`config.mk`:
```
export PLATFORM = sky130hd
export DESIGN_NAME = msg_loader
export DESIGN_NICKNAME = d
export VERILOG_FILES = /design/src/rtl/miner_pkg.sv /design/src/rtl/word_shift_buf.sv /design/src/rtl/msg_loader.sv
export SDC_FILE = /design/constraint.sdc
export NUM_CORES = 1
export LEC_CHECK = 0
export ABC_AREA = 1
export BUFFER_PORTS_ARGS = -buffer_cell sky130_fd_sc_hd__buf_4
export CAP_MARGIN = 20
export CELL_PAD_IN_SITES_DETAIL_PLACEMENT = 0
export CELL_PAD_IN_SITES_GLOBAL_PLACEMENT = 1
export CORE_AREA = 3 3 357 359
export CTS_CLUSTER_DIAMETER = 40
export CTS_CLUSTER_SIZE = 8
export DETAILED_ROUTE_END_ITERATION = 8
export DIE_AREA = 0 0 360 362
export GPL_TIMING_DRIVEN = 0
export PLACE_DENSITY_LB_ADDON = 0.3
export SYNTH_ARGS = -nofsm -noshare
export SYNTH_HDL_FRONTEND = slang
export SYNTH_HIERARCHICAL = 1
export SYNTH_SLANG_ARGS = --single-unit
export TNS_END_PERCENT = 10
```
`constraint.sdc`:
```
create_clock -name clk -period 2.3 [get_ports clk]
set_input_delay 0.115 -clock clk [delete_from_list [all_inputs] [get_ports clk]]
set_output_delay 0.115 -clock clk [all_outputs]
set_load 0.005 [all_outputs]
```
`src/rtl/miner_pkg.sv`:
```
// Shared constants, channel FSM state type and byte-reverse helper for msg_loader.
// Byte reversal is used only when MSG_LOADER_BYTE_SWAP_EN is defined.
package miner_pkg;

    localparam int WORD_W       = 32;
    localparam int MSG_WORDS    = 19;
    localparam int TARGET_WORDS = 8;

    typedef enum logic [0:0] {
        ST_FILL = 1'b0,
        ST_PEND = 1'b1
    } chan_state_e;

    function automatic logic [WORD_W-1:0] byte_rev(input logic [WORD_W-1:0] w);
        return {w[7:0], w[15:8], w[23:16], w[31:24]};
    endfunction

endpackage

```
`src/rtl/word_shift_buf.sv`:
```
// One loader channel: a left-shifting word buffer with a word count and a FILL/PEND handshake FSM.
module word_shift_buf
    import miner_pkg::*;
#(
    parameter int WORDS = 8,
    parameter int CNT_W = $clog2(WORDS + 1)
) (
    input  logic                      clk,
    input  logic                      n_rst,
    input  logic                      clear_i,
    input  logic                      wr_en_i,
    input  logic [WORD_W-1:0]         wr_data_i,
    input  logic                      ack_i,
    output logic [WORDS*WORD_W-1:0]   data_o,
    output logic [CNT_W-1:0]          count_o,
    output logic                      pend_o,
    output logic                      overrun_o
);

    localparam int BUF_W = WORDS * WORD_W;
    localparam logic [CNT_W-1:0] LAST = CNT_W'(WORDS - 1);
    localparam logic [CNT_W-1:0] ONE  = CNT_W'(1);

    chan_state_e        state_q, state_d;
    logic [BUF_W-1:0]   data_q, data_d;
    logic [CNT_W-1:0]   count_q, count_d;
    logic               ovr_q, ovr_d;
    logic [BUF_W-1:0]   shifted;

    // Oldest word drifts toward the MSBs, so word 0 ends up on top once the block is full.
    assign shifted = {data_q[BUF_W-WORD_W-1:0], wr_data_i};

    always_comb begin
        state_d = state_q;
        count_d = count_q;
        data_d  = data_q;
        ovr_d   = 1'b0;
        if (clear_i) begin
            state_d = ST_FILL;
            count_d = '0;
        end else begin
            case (state_q)
                ST_FILL: begin
                    if (wr_en_i) begin
                        data_d  = shifted;
                        count_d = count_q + ONE;
                        if (count_q == LAST) state_d = ST_PEND;
                    end
                end
                ST_PEND: begin
                    if (ack_i) begin
                        // A write landing with the acknowledge starts the next block.
                        state_d = ST_FILL;
                        if (wr_en_i) begin
                            data_d  = shifted;
                            count_d = ONE;
                        end else begin
                            count_d = '0;
                        end
                    end else if (wr_en_i) begin
                        ovr_d = 1'b1;
                    end
                end
                default: state_d = ST_FILL;
            endcase
        end
    end

    always_ff @(posedge clk or negedge n_rst) begin
        if (!n_rst) begin
            state_q <= ST_FILL;
            data_q  <= '0;
            count_q <= '0;
            ovr_q   <= 1'b0;
        end else begin
            state_q <= state_d;
            data_q  <= data_d;
            count_q <= count_d;
            ovr_q   <= ovr_d;
        end
    end

    assign data_o    = data_q;
    assign count_o   = count_q;
    assign pend_o    = (state_q == ST_PEND);
    assign overrun_o = ovr_q;

endmodule

```
`src/rtl/msg_loader.sv`:
```
// Host-to-controller loader for a 19-word message block and an 8-word target.
// Define MSG_LOADER_BYTE_SWAP_EN to byte-reverse every host word before storage.
module msg_loader
    import miner_pkg::*;
(
    input  logic                          clk,
    input  logic                          n_rst,
    input  logic                          wr_en,
    input  logic                          wr_sel,
    input  logic [WORD_W-1:0]             wr_data,
    input  logic                          clear,
    input  logic                          loadMsg,
    input  logic                          loadTarget,
    output logic                          newMsg,
    output logic                          newTarget,
    output logic [MSG_WORDS*WORD_W-1:0]   msg_block,
    output logic [TARGET_WORDS*WORD_W-1:0] target,
    output logic [4:0]                    msg_count,
    output logic [3:0]                    target_count,
    output logic                          overrun
);

    logic [WORD_W-1:0] word_in;
    logic              msg_ovr, tgt_ovr;

`ifdef MSG_LOADER_BYTE_SWAP_EN
    assign word_in = byte_rev(wr_data);
`else
    assign word_in = wr_data;
`endif

    word_shift_buf #(
        .WORDS (MSG_WORDS),
        .CNT_W (5)
    ) u_msg (
        .clk       (clk),
        .n_rst     (n_rst),
        .clear_i   (clear),
        .wr_en_i   (wr_en && !wr_sel),
        .wr_data_i (word_in),
        .ack_i     (loadMsg),
        .data_o    (msg_block),
        .count_o   (msg_count),
        .pend_o    (newMsg),
        .overrun_o (msg_ovr)
    );

    word_shift_buf #(
        .WORDS (TARGET_WORDS),
        .CNT_W (4)
    ) u_tgt (
        .clk       (clk),
        .n_rst     (n_rst),
        .clear_i   (clear),
        .wr_en_i   (wr_en && wr_sel),
        .wr_data_i (word_in),
        .ack_i     (loadTarget),
        .data_o    (target),
        .count_o   (target_count),
        .pend_o    (newTarget),
        .overrun_o (tgt_ovr)
    );

    // Only one channel can be written per cycle, so at most one source pulses.
    assign overrun = msg_ovr | tgt_ovr;

endmodule

```
==> results_dict.tcl, run 1 <==
set metrics [dict create \
    drt_iter0_markers 2426 \
    wl_per_cell_um 22.5 \
    rows 129 \
    grtUsageTotal 0.224 \
    rr_worst_depth 4 \
    synth.distinct_cells 23 \
    dp_hpwl_um 116000 \
    setup_violations 0 \
    final_common_cell "nand2_1" \
    finalPower_mw 51.6 \
    synth_compound_area_frac 0.0428 \
    die_h_um 362 \
    final_cell_mix "nand2_1, buf_4, dfrtp_1" \
    dp_slack_ps -371 \
    min_from "wr_data[24]" \
    synthArstFlopShare 1.00 \
    grt_pass1_vias 30600 \
    synth_mux_area_frac 0 \
    synth-seq-cells 877 \
    status "finished clean" \
    start_util 0.283 \
    multi_input_area_mm2 0.0101 \
    tightestPinTransition_ps 1060 \
    dr.pass1.iters 5 \
    r2r_start "u_tgt/pend_o$_DFF_PN0_" \
    die_area_mm2 0.130 \
    clkTransAtPathRegs_ps 50 \
    cts_sinks 877 \
    syn_avg_cell_area_um2 9.23 \
    power.density_mw_per_mm2 1030 \
    cts_tree "done" \
    ys_warn_count 6 \
    clk_latency_ps 780 \
    synth_fa_ha_area_frac 0.00107 \
    r2r-end "u_tgt/data_o[2]$_DFFE_PN0P_" \
    grt_setup_unrepaired "no" \
    num_vias 30300 \
    cts.path.max_buffers 3 \
    gp_congestion 0.889 \
    fillers 12600 \
    final_util 0.404 \
    finalWirelength_um 150000 \
    worstSetupPathType "input pin to flop" \
    drv_slew 0 \
    synth_area_leaders "dfrtp_1, nand2_1, nand3_1" \
    postSynthNetCount 3846 \
    leakagePower_nw 27.3 \
    cts_max_level 4 \
    core-area_mm2 0.124 \
    cts_setup_buffers 0 \
    synth_top_family_by_area "simple AND/OR/NAND/NOR gates" \
    max_freq_mhz 458 \
    numCtsBuffers 155 \
    area_growth_pct 42.8 \
    dieWidth_um 360 \
    synth_top_area_frac 0.625 \
    grt_busiest_layer "met2" \
    dp_cells 6364 \
    port_buffers 914 \
    stdcell_count 6679 \
    relSlewSlack 0.294 \
    synth_ff_type "dfrtp_1" \
    drt-vias-per-instance 4.54 \
    slowest_delay_ps 600 \
    slowest_stage "dlygate4sd3_1" \
    vdd_drop_max_mv 0.714 \
    layout.nets 4980 \
    synth_edf_count 0 \
    worst_ep_required_time_ps 2980 \
    min_path_type "input pin to flop" \
    synth_largest_area_cell "dfrtp_1" \
    crit_path_max_fanout 10 \
    yosys.area_share.xor_xnor 0.000249 \
    grt_max_degree 117 \
    grt_pass1_wl_um 216000 \
    layout.area.seq_mm2 0.0219 \
    fin_crit_sh 0.950 \
    fin_tns_setup_ps 0 \
    holdPathStages 4 \
    worstHoldEndpoint "u_msg/data_o[24]$_DFFE_PN0P_" \
    end_kind "flop" \
    cts-root-buf "clkbuf_16" \
    synth_simple_gate_area_share 0.244 \
    io_pins 915 \
    drtAntennaViolNets 0 \
    crit_family "buffers and inverters" \
    startpoint_type "input pin" \
    setup_ws_ps 115 \
    crit_buf_inv 7 \
    yosysSeqAreaShare 0.625 \
    path_cells "dlygate4sd3_1, buf_4, inv_1, nor2_2, dlygate4sd3_1, inv_2, nor2_4, nand2_4, buf_4, buf_2, nand2_1, o21ai_1" \
    drv_cap 0 \
    synth_cells 3804 \
    syn_area_mm2 0.0351 \
    layout-drive-gt1-share 0.284 \
    route.detailed.drc 0 \
    use_met1 0.272 \
    period_minus_slack_ps 2180 \
    finalClockSkew_ps 38.0 \
    arrival_ps 2860 \
    use_met3 0.0688 \
    r2r_slack_ps 360 \
    use_met2 0.371 \
    antenna_found_initial 5 \
    hold_violations 0 \
    grt_overflow_total 0 \
]
## kinds of logic after synthesis
family	Yosys count
AOI/OAI and AO/OA	300
xor gates and xnor gates	1
adders and majority gates	3
buffers and inverters	549
DFF	877
and+or+nand+nor	2074
## Yosys cell counts, types with 2 or more instances
library cell	number
nor2_1	22
a21oi_1	18
dfrtp_1	877
inv_1	293
buf_2	99
nand3_1	585
buf_4	78
ha_1	3
o21ai_0	178
nand4_1	4
o21ai_1	103
nand2_1	1457
buf_6	71
clkbuf_1	3
clkbuf_8	4
nand2_2	2
## area by class of cell
class                      instances  share of cell area
antenna                            6            0.000299
timing repair buffer             977               0.156
tap                             1637              0.0408
inverter                         294              0.0220
clock buffer                     206              0.0884
clock inverter                    49              0.0144
buffer                           255              0.0389
sequential                       877               0.438
multi-input combinational       2378               0.202
## power breakdown
part           switching (mW)  leakage [nW]  internal [mW]  total [mW]
logic                    4.24          12.9           4.23        8.47
registers                2.68          11.8           17.8        20.5
clock network            8.04          2.53           14.6        22.6
total                    15.0          27.3           36.7        51.6
## state kept, by name (all words and copies together), names as in the netlist
| signal | count |
|---|---|
| u_msg/count_o | 5 |
| u_msg/data_o | 608 |
| u_msg/overrun_o | 1 |
| u_msg/pend_o | 1 |
| u_tgt/count_o | 4 |
| u_tgt/data_o | 256 |
| u_tgt/overrun_o | 1 |
| u_tgt/pend_o | 1 |
## worst min-delay path, cell delays in order
cell and delay (ps):
dlygate4sd3_1 520, buf_4 110, nand3_1 70, nand2_1 60
## metal layers
| layer | vias up | part of all wire | wire length [µm] |
|---|---|---|---|
| met2 | 1022 | 0.48 | 72200 |
| met1 | 14700 | 0.41 | 61100 |
| met4 | 0 | 0.038 | 5750 |
| met5 | - | 0 | 0 |
| met3 | 238 | 0.074 | 11200 |
| li1 | 14300 | - | - |
## metrics by stage
step	hold WS [ps]	area, µm²
after detailed placement	50.7	44300
after floorplan	-181	35100
after CTS	58.3	50100
final	141	50200
after global placement	368	44000
after global routing	101	50100
## timing repair
item / in CTS / in global routing
gates resized for setup: 0 / 1
hold buffers: 53 / 0
setup endpoints to repair: 0 / 79
hold endpoints to repair: 399 / 0
## worst max-delay path by stage
stage	slack, ps	startpoint	cells after the start	end
CTS	50	n_rst	12	u_msg/data_o[182]$_DFFE_PN0P_
floorplan	1030	u_msg/pend_o$_DFF_PN0_	7	u_msg/data_o[547]$_DFFE_PN0P_
global placement	-9900	n_rst	1	u_msg/data_o[177]$_DFFE_PN0P_
detailed placement	-370	n_rst	6	u_msg/data_o[177]$_DFFE_PN0P_
global route	30	n_rst	12	u_msg/data_o[207]$_DFFE_PN0P_
finish	120	wr_en	12	u_msg/data_o[607]$_DFFE_PN0P_
Power figures use the tool's default switching activity.
==> run 2, diff against run 1 <==
HOLD_SLACK_MARGIN = 0.15   (was unset)
RECOVER_POWER = 25   (was unset)
==> results_dict.tcl, run 2 (same netlist as run 1, synthesis figures left out) <==
set metrics [dict create \
    grtUsageTotal 0.224 \
    dr.pass1.iters 6 \
    io_pins 915 \
    die_h_um 362 \
    numCtsBuffers 155 \
    drt-vias-per-instance 4.55 \
    violations "max-capacitance violations, max-slew violations" \
    use_met3 0.0688 \
    power.density_mw_per_mm2 1020 \
    finalWirelength_um 151000 \
    layout.nets 5018 \
    final_cell_mix "nand2_1, buf_4, dfrtp_1" \
    startpoint_type "flop" \
    fin_crit_sh 0.913 \
    cts_sinks 877 \
    layout-drive-gt1-share 0.282 \
    worst_ep_required_time_ps 2980 \
    grt_max_degree 117 \
    r2r_slack_ps 200 \
    max_freq_mhz 476 \
    drtAntennaViolNets 0 \
    drt_iter0_markers 2478 \
    period_minus_slack_ps 2100 \
    die_area_mm2 0.130 \
    placement.cell_area_mm2 0.0443 \
    vdd_drop_max_mv 0.709 \
    rows 129 \
    clkTransAtPathRegs_ps 50 \
    largest_reg_flops 608 \
    cts_max_level 4 \
    use_met1 0.272 \
    grt_overflow_total 0 \
    finalClockSkew_ps 37.6 \
    arrival_ps 2780 \
    port_buffers 914 \
    leakagePower_nw 27.3 \
    end_kind "flop" \
    core-area_mm2 0.124 \
    min_path_type "input pin to asynchronous set/reset pin" \
    status "finished with violations" \
    rr_worst_depth 7 \
    relSlewSlack -0.113 \
    setup_violations 0 \
    cts_tree "done" \
    gp_congestion 0.889 \
    crit_path_max_fanout 10 \
    cts_resized 0 \
    slowest_delay_ps 560 \
    grt_setup_unrepaired "no" \
    dp_hpwl_um 116000 \
    grt_busiest_layer "met2" \
    tightestPinTransition_ps 1670 \
    grt_pass1_vias 30700 \
    slowest_stage "dlygate4sd3_1" \
    drv_slew 230 \
    final_cell_area_mm2 0.0504 \
    start_util 0.283 \
    area_growth_pct 43.5 \
    cts.path.max_buffers 3 \
    finalPower_mw 51.6 \
    route.detailed.drc 0 \
    final_common_cell "nand2_1" \
    num_vias 30600 \
    dieWidth_um 360 \
    worstSetupPathType "flop to flop" \
    grt_pass1_wl_um 216000 \
    clk_latency_ps 770 \
    use_met2 0.372 \
    antenna_found_initial 7 \
    path_cells "buf_2, nand2_2, buf_6, buf_4, nand3_1, dlygate4sd3_1, nand2_1" \
    drv_cap 2 \
    hold_violations 0 \
    wl_per_cell_um 22.5 \
    cts-root-buf "clkbuf_16" \
]
[run 2: cell count changes in the layout (fill, tap and decap cells not counted), moves of 2 or more]
cell,before,now
clkbuf_4,1,3
dlygate4sd3_1,44,81
clkbuf_2,0,3
buf_16,17,10
[run 2: through the flow]
step | TNS, ps | std cells | util | worst slack [ps] | hold WS (ps)
detailed placement | -28160 | 6364 | 0.357 | -371 | 50.7
global route | 0 | 6713 | 0.406 | 14.6 | 186
global placement | -8430320 | 6355 | 0.355 | -9900 | 368
CTS | 0 | 6705 | 0.406 | 7.68 | -278
finish | 0 | 6716 | 0.406 | 201 | 212
floorplan | 0 | 3804 | - | 1030 | -181
[run 2: worst max-delay path: cells and delay by family (launching register included)]
kind	cells	cell delay [ps]
flip-flops	1	370
buffers and inverters	4	1360
AND/OR/NAND/NOR	3	290
[run 2: path summary, 6_finish.rpt]
check,startpoint,end
worst min-delay path,n_rst,u_msg/data_o[593]$_DFFE_PN0P_
worst max register to register,u_msg/pend_o$_DFF_PN0_,u_msg/data_o[2]$_DFFE_PN0P_
max in group asynchronous,n_rst,u_tgt/data_o[244]$_DFFE_PN0P_
worst max-delay path,u_msg/pend_o$_DFF_PN0_,u_msg/data_o[2]$_DFFE_PN0P_
worst min register to register,u_msg/data_o[589]$_DFFE_PN0P_,u_msg/data_o[589]$_DFFE_PN0P_
min in group clk,wr_data[5],u_msg/data_o[5]$_DFFE_PN0P_
[run 2: per-layer routing]
| layer | vias to the layer above | routed length [µm] | share of wire |
|---|---|---|---|
| li1 | 14400 | - | - |
| met4 | 0 | 5640 | 0.037 |
| met1 | 14900 | 61500 | 0.41 |
| met5 | - | 0 | 0 |
| met3 | 234 | 11000 | 0.073 |
| met2 | 1031 | 72600 | 0.48 |
[run 2: area by class of cell]
class	instances	area (µm²)
clock buffer	206	4430
clock inverter	49	721
tap	1637	2050
multi-input combinational	2378	10100
timing repair buffer	1016	8050
buffer	254	1940
sequential	877	21900
fill	12600	73800
antenna	5	12.5
inverter	294	1100
[run 2: power by group]
part           internal [mW]  switching [mW]
combinational           4.23            4.26
clock                   14.6            8.02
sequential              17.8            2.68
[run 2: timing repair]
action                     4_1_cts  5_1_grt
setup endpoints to repair        0       87
hold endpoints to repair       520       43
buffers inserted                 0        0
hold buffers                    86        5
